==> config.mk <==
export PLATFORM = sky130hd
export DESIGN_NAME = mem_stage
export DESIGN_NICKNAME = d
export VERILOG_FILES = /design/src/rtl/mem_stage.sv
export SDC_FILE = /design/constraint.sdc
export NUM_CORES = 1
export LEC_CHECK = 0
export BUFFER_PORTS_ARGS = -buffer_cell sky130_fd_sc_hd__buf_2
export CAP_MARGIN = 25
export CORE_MARGIN = 3
export CORE_UTILIZATION = 45
export DETAILED_ROUTE_END_ITERATION = 10
export GPL_ROUTABILITY_DRIVEN = 0
export GPL_TIMING_DRIVEN = 1
export PLACE_DENSITY = 0.78
export SLEW_MARGIN = 30
export SYNTH_ARGS = -nofsm -noshare
export SYNTH_HDL_FRONTEND = slang
export SYNTH_SLANG_ARGS = --single-unit
==> constraint.sdc <==
create_clock -name clk -period 4.9 [get_ports clk]
set_input_delay 0.98 -clock clk [delete_from_list [all_inputs] [get_ports clk]]
set_output_delay 0.98 -clock clk [all_outputs]
set_load 0.02 [all_outputs]
==> src/rtl/mem_stage.sv <==
// Memory-access pipeline stage: holds one instruction, extracts load data from the
// data SRAM, buffers read data across writeback stalls. MS_PERF_CNT_EN adds a load-retire counter.
module mem_stage #(
    parameter int ES_TO_MS_BUS_WD = 76,
    parameter int MS_TO_WS_BUS_WD = 70
) (
    input  logic                       clk,
    input  logic                       reset,
    input  logic                       ws_allowin,
    output logic                       ms_allowin,
    input  logic                       es_to_ms_valid,
    input  logic [ES_TO_MS_BUS_WD-1:0] es_to_ms_bus,
    input  logic [9:0]                 es_to_ms_addr,
    input  logic [31:0]                data_sram_rdata,
    output logic                       ms_to_ws_valid,
    output logic [MS_TO_WS_BUS_WD-1:0] ms_to_ws_bus,
    output logic [9:0]                 ms_to_ws_addr,
    output logic [31:0]                ms_forward_data,
    output logic                       ms_valid_tohazard,
    output logic                       ms_gr_we_tohazard,
    output logic [4:0]                 ms_dest_tohazard,
    output logic [31:0]                ms_load_cnt
);

    logic                       r_ms_valid;
    logic                       r_first;
    logic                       r_rbuf_vld;
    logic [31:0]                r_rbuf;
    logic [ES_TO_MS_BUS_WD-1:0] r_bus;
    logic [9:0]                 r_addr;

    logic        w_ready_go;
    logic        w_accept;
    logic        w_leave;
    logic        w_ld_w;
    logic        w_ld_h;
    logic        w_ld_b;
    logic        w_ld_sign;
    logic [1:0]  w_whb_mux;
    logic        w_gr_we;
    logic [4:0]  w_dest;
    logic [31:0] w_alu_result;
    logic [31:0] w_pc;
    logic        w_is_load;
    logic [31:0] w_rdata_eff;
    logic [15:0] w_half;
    logic [7:0]  w_byte;
    logic [31:0] w_half_ext;
    logic [31:0] w_byte_ext;
    logic [31:0] w_ld_val;
    logic [31:0] w_final_result;

    assign w_ready_go = 1'b1;
    assign ms_allowin = !r_ms_valid || (w_ready_go && ws_allowin);
    assign w_accept   = es_to_ms_valid && ms_allowin;
    assign w_leave    = r_ms_valid && w_ready_go && ws_allowin;

    always_ff @(posedge clk) begin
        if (reset) begin
            r_ms_valid <= 1'b0;
            r_first    <= 1'b0;
            r_rbuf_vld <= 1'b0;
        end else begin
            if (ms_allowin)
                r_ms_valid <= es_to_ms_valid;
            r_first <= w_accept;
            // SRAM data is only valid in the first cycle; keep it if writeback stalls us
            if (w_leave)
                r_rbuf_vld <= 1'b0;
            else if (r_ms_valid && r_first && !ws_allowin)
                r_rbuf_vld <= 1'b1;
        end
    end

    always_ff @(posedge clk) begin
        if (w_accept) begin
            r_bus  <= es_to_ms_bus;
            r_addr <= es_to_ms_addr;
        end
        if (r_ms_valid && r_first && !ws_allowin)
            r_rbuf <= data_sram_rdata;
    end

    assign w_ld_w       = r_bus[75];
    assign w_ld_h       = r_bus[74];
    assign w_ld_b       = r_bus[73];
    assign w_ld_sign    = r_bus[72];
    assign w_whb_mux    = r_bus[71:70];
    assign w_gr_we      = r_bus[69];
    assign w_dest       = r_bus[68:64];
    assign w_alu_result = r_bus[63:32];
    assign w_pc         = r_bus[31:0];
    assign w_is_load    = w_ld_w | w_ld_h | w_ld_b;

    assign w_rdata_eff = r_rbuf_vld ? r_rbuf : data_sram_rdata;
    assign w_half      = w_whb_mux[1] ? w_rdata_eff[31:16] : w_rdata_eff[15:0];

    always_comb begin
        w_byte = w_rdata_eff[7:0];
        case (w_whb_mux)
            2'd0: w_byte = w_rdata_eff[7:0];
            2'd1: w_byte = w_rdata_eff[15:8];
            2'd2: w_byte = w_rdata_eff[23:16];
            2'd3: w_byte = w_rdata_eff[31:24];
            default: w_byte = w_rdata_eff[7:0];
        endcase
    end

    assign w_half_ext = {{16{w_ld_sign & w_half[15]}}, w_half};
    assign w_byte_ext = {{24{w_ld_sign & w_byte[7]}}, w_byte};

    // word beats halfword beats byte when several load bits are set
    always_comb begin
        w_ld_val = w_byte_ext;
        if (w_ld_w)
            w_ld_val = w_rdata_eff;
        else if (w_ld_h)
            w_ld_val = w_half_ext;
    end

    assign w_final_result = w_is_load ? w_ld_val : w_alu_result;

    assign ms_to_ws_valid    = r_ms_valid;
    assign ms_to_ws_bus      = {w_gr_we, w_dest, w_final_result, w_pc};
    assign ms_to_ws_addr     = r_addr;
    assign ms_forward_data   = w_final_result;
    assign ms_valid_tohazard = r_ms_valid;
    assign ms_gr_we_tohazard = w_gr_we && r_ms_valid;
    assign ms_dest_tohazard  = w_dest;

`ifdef MS_PERF_CNT_EN
    logic [31:0] r_load_cnt;

    always_ff @(posedge clk) begin
        if (reset)
            r_load_cnt <= 32'd0;
        else if (w_leave && w_is_load)
            r_load_cnt <= r_load_cnt + 32'd1;
    end

    assign ms_load_cnt = r_load_cnt;
`else
    assign ms_load_cnt = 32'd0;
`endif

endmodule

==> flow_summary.json, run 1 <==
{
  "first_iter_violations": 342,
  "seq_area_um2": 3600,
  "yosysUniqueCellTypes": 40,
  "cp-start-kind": "flip-flop",
  "row_count": 40,
  "final_antenna_net_count": 0,
  "clk_latency_ns": 0.41,
  "tightest_slew_ns": 0.897,
  "pwr-share-comb_pct": 15.1,
  "max_slew_margin_pct": 40.0,
  "finalHoldViolCount": 0,
  "cts_buffers": 17,
  "worstSetupPathType": "flip-flop to output port",
  "crit_fanout": 19,
  "path_delay_family": "buffers and inverters",
  "hold_start": "ms_to_ws_valid$_SDFFE_PP0N_",
  "leakage_nw": 3.00,
  "overflow": 0,
  "fin_nets": 712,
  "htreeDepth": 4,
  "layout_common_cells": "buf_2 (242), edfxtp_1 (118), conb_1 (32)",
  "cts_tree": "done",
  "stdcell_area_um2": 7060,
  "yosysSeqAreaShare_pct": 62.6,
  "max-cap-violations": 0,
  "drt-vias-per-instance": 5.04,
  "path_clk_slew_ns": 0.06,
  "drive_above_1_share_pct": 51.4,
  "finalCritPeriodShare_pct": 80.5,
  "outcome": "finished, final reports clean",
  "die_area_um2": 14200,
  "track_usage_pct": 20.7,
  "port_buffers": 242,
  "switching_share_pct": 27.7,
  "area_growth_pct": 22.5,
  "fp.dieW_um": 119,
  "hpwl_mm": 11.4,
  "max-vdd-ir-drop_uv": 291,
  "fin_setup_tns_ns": 0,
  "die_y_um": 119,
  "min_period_ns": 3.94,
  "netlist_area_um2": 5760,
  "diodes": 0,
  "power_frac_clock_pct": 41.9,
  "cp-end-kind": "output port",
  "slowest_delay_ns": 0.85,
  "synth-seq-cells": 121,
  "post_cts_resized": 0,
  "synth_cells": 415,
  "cp.required_ns": 3.92,
  "start_util_pct": 47.0,
  "rsz0062_at_grt": "no",
  "reg2reg_from": "ms_to_ws_valid$_SDFFE_PP0N_",
  "final.fill_count": 987,
  "yosys.area.top_type_share_pct": 61.5,
  "p_int_mw": 2.05,
  "via_count": 3889,
  "grt_pass1_wl_mm": 22.1,
  "path_buf_inv": 3,
  "root_buffer": "clkbuf_16",
  "yosysWarnings": 0,
  "avgSynthCellArea_um2": 13.9,
  "p_sw_mw": 0.785,
  "clockBufferDepth": 2,
  "hold_buffers": 0,
  "clock_skew_ns": 0.00933,
  "cp_cell_sequence": "clkinv_1 -> o211a_1 -> o211ai_2 -> buf_4 -> nand3_1 -> buf_2",
  "netlist_top_cells_area": "edfxtp_1 (62%), buf_4 (14%), mux2_2 (4.1%)",
  "drt_wl_total_mm": 14.9,
  "power_density_nw_per_um2": 401,
  "grt_max_degree": 42,
  "antenna_found_initial": 0,
  "cp.arrival_ns": 2.96,
  "synthArstFlopShare_pct": 0,
  "ioPinCount": 275,
  "core_area_um2": 12300,
  "synth_edf_count": 118,
  "drv_slew": 0,
  "drc": 0,
  "setup_viol": 0,
  "crit_path_start": "r_bus[75]$_DFFE_PP_",
  "ys.flop_type": "edfxtp_1",
  "grt_pass1_vias": 3908,
  "wl_per_cell_um": 19.4,
  "cts_setup_buffers": 0,
  "multi_input_area_um2": 1370,
  "fmax_mhz": 254,
  "crit_path_top_delay_cell": "edfxtp_1",
  "dr.pass1.iters": 6,
  "synth_top_cell_by_area": "edfxtp_1",
  "cts_sinks": 121,
  "placed_cell_area_um2": 6480,
  "power_frac_seq_pct": 43.0,
  "final_common_cell": "buf_2",
  "hp-class": "flip-flop to flip-flop"
}
power groups by stage:
stage | clock (mW) | combinational (mW) | sequential, mW
6_report | 1.19 | 0.427 | 1.22
5_1_grt | 1.26 | 0.457 | 1.22
4_1_cts | 1.20 | 0.431 | 1.22
3_5_place_dp | 0 | 0.430 | 1.24
3_3_place_gp | 0 | 0.418 | 1.24
2_1_floorplan | 0 | 0.335 | 1.24
flip-flops by register name, indices dropped and copies added, names as in the netlist:
| register | cells |
|---|---|
| ms_to_ws_addr | 10 |
| r_first | 1 |
| r_bus | 76 |
| r_rbuf_vld | 1 |
| r_rbuf | 32 |
| ms_to_ws_valid | 1 |
worst paths after layout:
kind,cells after the start,endpoint,slack [ns]
worst min-delay path,1,r_rbuf_vld$_SDFFE_PP0P_,0.54
worst max register to register,4,r_bus[61]$_DFFE_PP_,3.18
worst max-delay path,6,ms_forward_data[22],0.96
worst min register to register,1,r_rbuf_vld$_SDFFE_PP0P_,0.54
metrics by stage:
stage                     cells  power (mW)  utilization [%]  setup slack (ns)  hold WS [ns]
final                       771        2.83             57.5             0.957         0.537
after global routing        771        2.93             57.5             0.763         0.580
after CTS                   771        2.85             57.5             0.980         0.539
after detailed placement    739        1.67             52.9              1.16         0.526
after global placement      737        1.65             52.6              1.26         0.509
after floorplan             446        1.57                -              1.13         0.510
layer usage:
layer / share of wire, % / track usage (%)
met1: 36 / 23.6
met2: 51 / 34.6
met3: 10 / 8.45
met5: 0 / 0
met4: 2.4 / 8.40
synth_stat cells, types with 2 or more instances:
cell type / instances
mux2_2: 21
clkbuf_1: 5
edfxtp_1: 118
a22oi_1: 10
buf_6: 2
inv_1: 4
o21ai_0: 4
dfxtp_1: 3
o2111ai_1: 4
nand2_1: 30
mux2i_1: 13
mux4_1: 4
o211ai_1: 2
and2_1: 2
mux4_2: 2
a222oi_1: 5
a221o_1: 2
a21oi_1: 12
nand2b_1: 8
buf_4: 108
nor2b_1: 4
nand4_1: 6
nor3_1: 2
nand3_1: 15
nor2_1: 8
buf_2: 7
cells by family after synthesis:
family	synth area share (%)
AND/OR/NAND/NOR	6.61
multiplexers	8.97
other	0.0651
flip-flops	62.6
buffers and inverters	16.1
AO/OA/AOI/OAI	5.71
cell type report:
class / count / area share (%)
clock buffers: 17 / 6.03
multi-input cells: 196 / 19.4
inverters: 5 / 0.266
clock inverters: 15 / 2.00
repair buffers: 249 / 18.3
well taps: 168 / 2.98
flip-flops and latches: 121 / 51.1
Note: power is estimated with default switching activity, not from simulation.
==> run 2: changes to the inputs <==
clock period = 3.75 ns   (was 4.9 ns; I/O delays follow)
==> flow_summary.json, run 2 (same netlist as run 1, synthesis figures left out) <==
{
  "htreeDepth": 4,
  "clock_skew_ns": 0.00624,
  "clockBufferDepth": 2,
  "fin_nets": 713,
  "worstSetupPathType": "flip-flop to output port",
  "p_total_mw": 3.72,
  "leakage_nw": 3.02,
  "final.fill_count": 988,
  "cts_setup_buffers": 0,
  "grt_pass1_wl_mm": 22.2,
  "drv_slew": 0,
  "grt_max_degree": 49,
  "final_antenna_net_count": 0,
  "slowest_delay_ns": 0.68,
  "hpwl_mm": 11.2,
  "crit_path_top_delay_cell": "mux4_1",
  "placed_cell_area_um2": 6470,
  "drc": 0,
  "drive_above_1_share_pct": 51.0,
  "finalCritPeriodShare_pct": 89.8,
  "cp_cell_sequence": "buf_4 -> mux4_1 -> a222oi_1 -> nand2_1 -> buf_2",
  "power_density_nw_per_um2": 526,
  "max_slew_margin_pct": 56.3,
  "finalHoldViolCount": 0,
  "hold_buffers": 0,
  "setup_viol": 0,
  "diodes": 0,
  "via_count": 3847,
  "top_register": "r_bus",
  "root_buffer": "clkbuf_16",
  "cp-start-kind": "flip-flop",
  "ioPinCount": 275,
  "core_area_um2": 12300,
  "crit_fanout": 34,
  "antenna_found_initial": 0,
  "outcome": "finished, final reports clean",
  "cp.arrival_ns": 2.62,
  "max-vdd-ir-drop_uv": 315,
  "cp-end-kind": "output port",
  "cts_sinks": 121,
  "dr.pass1.iters": 6,
  "hp-class": "input pin to flip-flop",
  "rsz0062_at_grt": "no",
  "cp.required_ns": 3.00,
  "min_period_ns": 3.37,
  "track_usage_pct": 21.0,
  "fp.dieW_um": 119,
  "area_growth_pct": 22.6,
  "largest_reg_flops": 76,
  "die_y_um": 119,
  "cts_tree": "done",
  "clk_latency_ns": 0.41,
  "port_buffers": 242,
  "tightest_slew_ns": 0.654,
  "overflow": 0,
  "drt-vias-per-instance": 4.98,
  "max-cap-violations": 0,
  "path_buf_inv": 2,
  "stdcell_area_um2": 7060,
  "worst_hold_slack_ns": 0.506,
  "fin_setup_tns_ns": 0,
  "layout_common_cells": "buf_2 (242), edfxtp_1 (118), conb_1 (32)",
  "final_common_cell": "buf_2",
  "wl_per_cell_um": 19.3,
  "start_util_pct": 47.0,
  "path_clk_slew_ns": 0.06,
  "cts_buffers": 17,
  "post_cts_resized": 0,
  "path_delay_family": "multiplexers",
  "fmax_mhz": 297,
  "die_area_um2": 14200,
  "rrSetupSlack_ns": 1.99,
  "drt_wl_total_mm": 14.9,
  "grt_pass1_vias": 3999,
  "row_count": 40,
  "first_iter_violations": 389
}
-- run 2: changes by cell type in the layout (fill, tap and decap cells not counted), sizes merged --
cell / change
clkinv: +6
inv: -4
clkinvlp: -3
buf: +1
bufinv: +1
-- run 2: final cells by class --
class	count	area, µm²	share of cell area, %
Clock buffer	17	425	6.02
Clock inverter	15	150	2.13
Inverter	5	18.8	0.266
Multi-Input combinational cell	196	1360	19.3
Sequential cell	121	3600	51.0
Tap cell	168	210	2.98
Timing Repair Buffer	250	1290	18.3
-- run 2: worst paths after layout --
| kind | from | endpoint | cells past startpoint |
|---|---|---|---|
| setup / recovery | r_rbuf_vld$_SDFFE_PP0P_ | ms_forward_data[9] | 5 |
| hold / removal | es_to_ms_bus[24] | r_bus[24]$_DFFE_PP_ | 1 |
| setup reg to reg | ms_to_ws_valid$_SDFFE_PP0N_ | r_bus[56]$_DFFE_PP_ | 3 |
| hold reg to reg | ms_to_ws_valid$_SDFFE_PP0N_ | r_rbuf_vld$_SDFFE_PP0P_ | 1 |
-- run 2: per-layer routing --
layer	vias up	GRT usage [%]	routed length, µm
met1	1798	23.1	5160
met2	253	34.8	7480
met4	0	11.0	516
met5	-	0	0
li1	1757	-	-
met3	39	8.74	1730
-- run 2: power by group --
group | total, mW | internal [mW] | switching, mW
sequential | 1.59 | 1.56 | 0.0257
combinational | 0.561 | 0.188 | 0.373
clock | 1.57 | 0.976 | 0.594
-- run 2: through the flow --
step	util (%)	instances	worst slack, ns
after CTS	57.5	771	0.350
after detailed placement	52.8	739	0.663
after floorplan	-	446	0.214
after global routing	57.6	772	0.225
after global placement	52.8	739	0.689
final	57.6	772	0.383
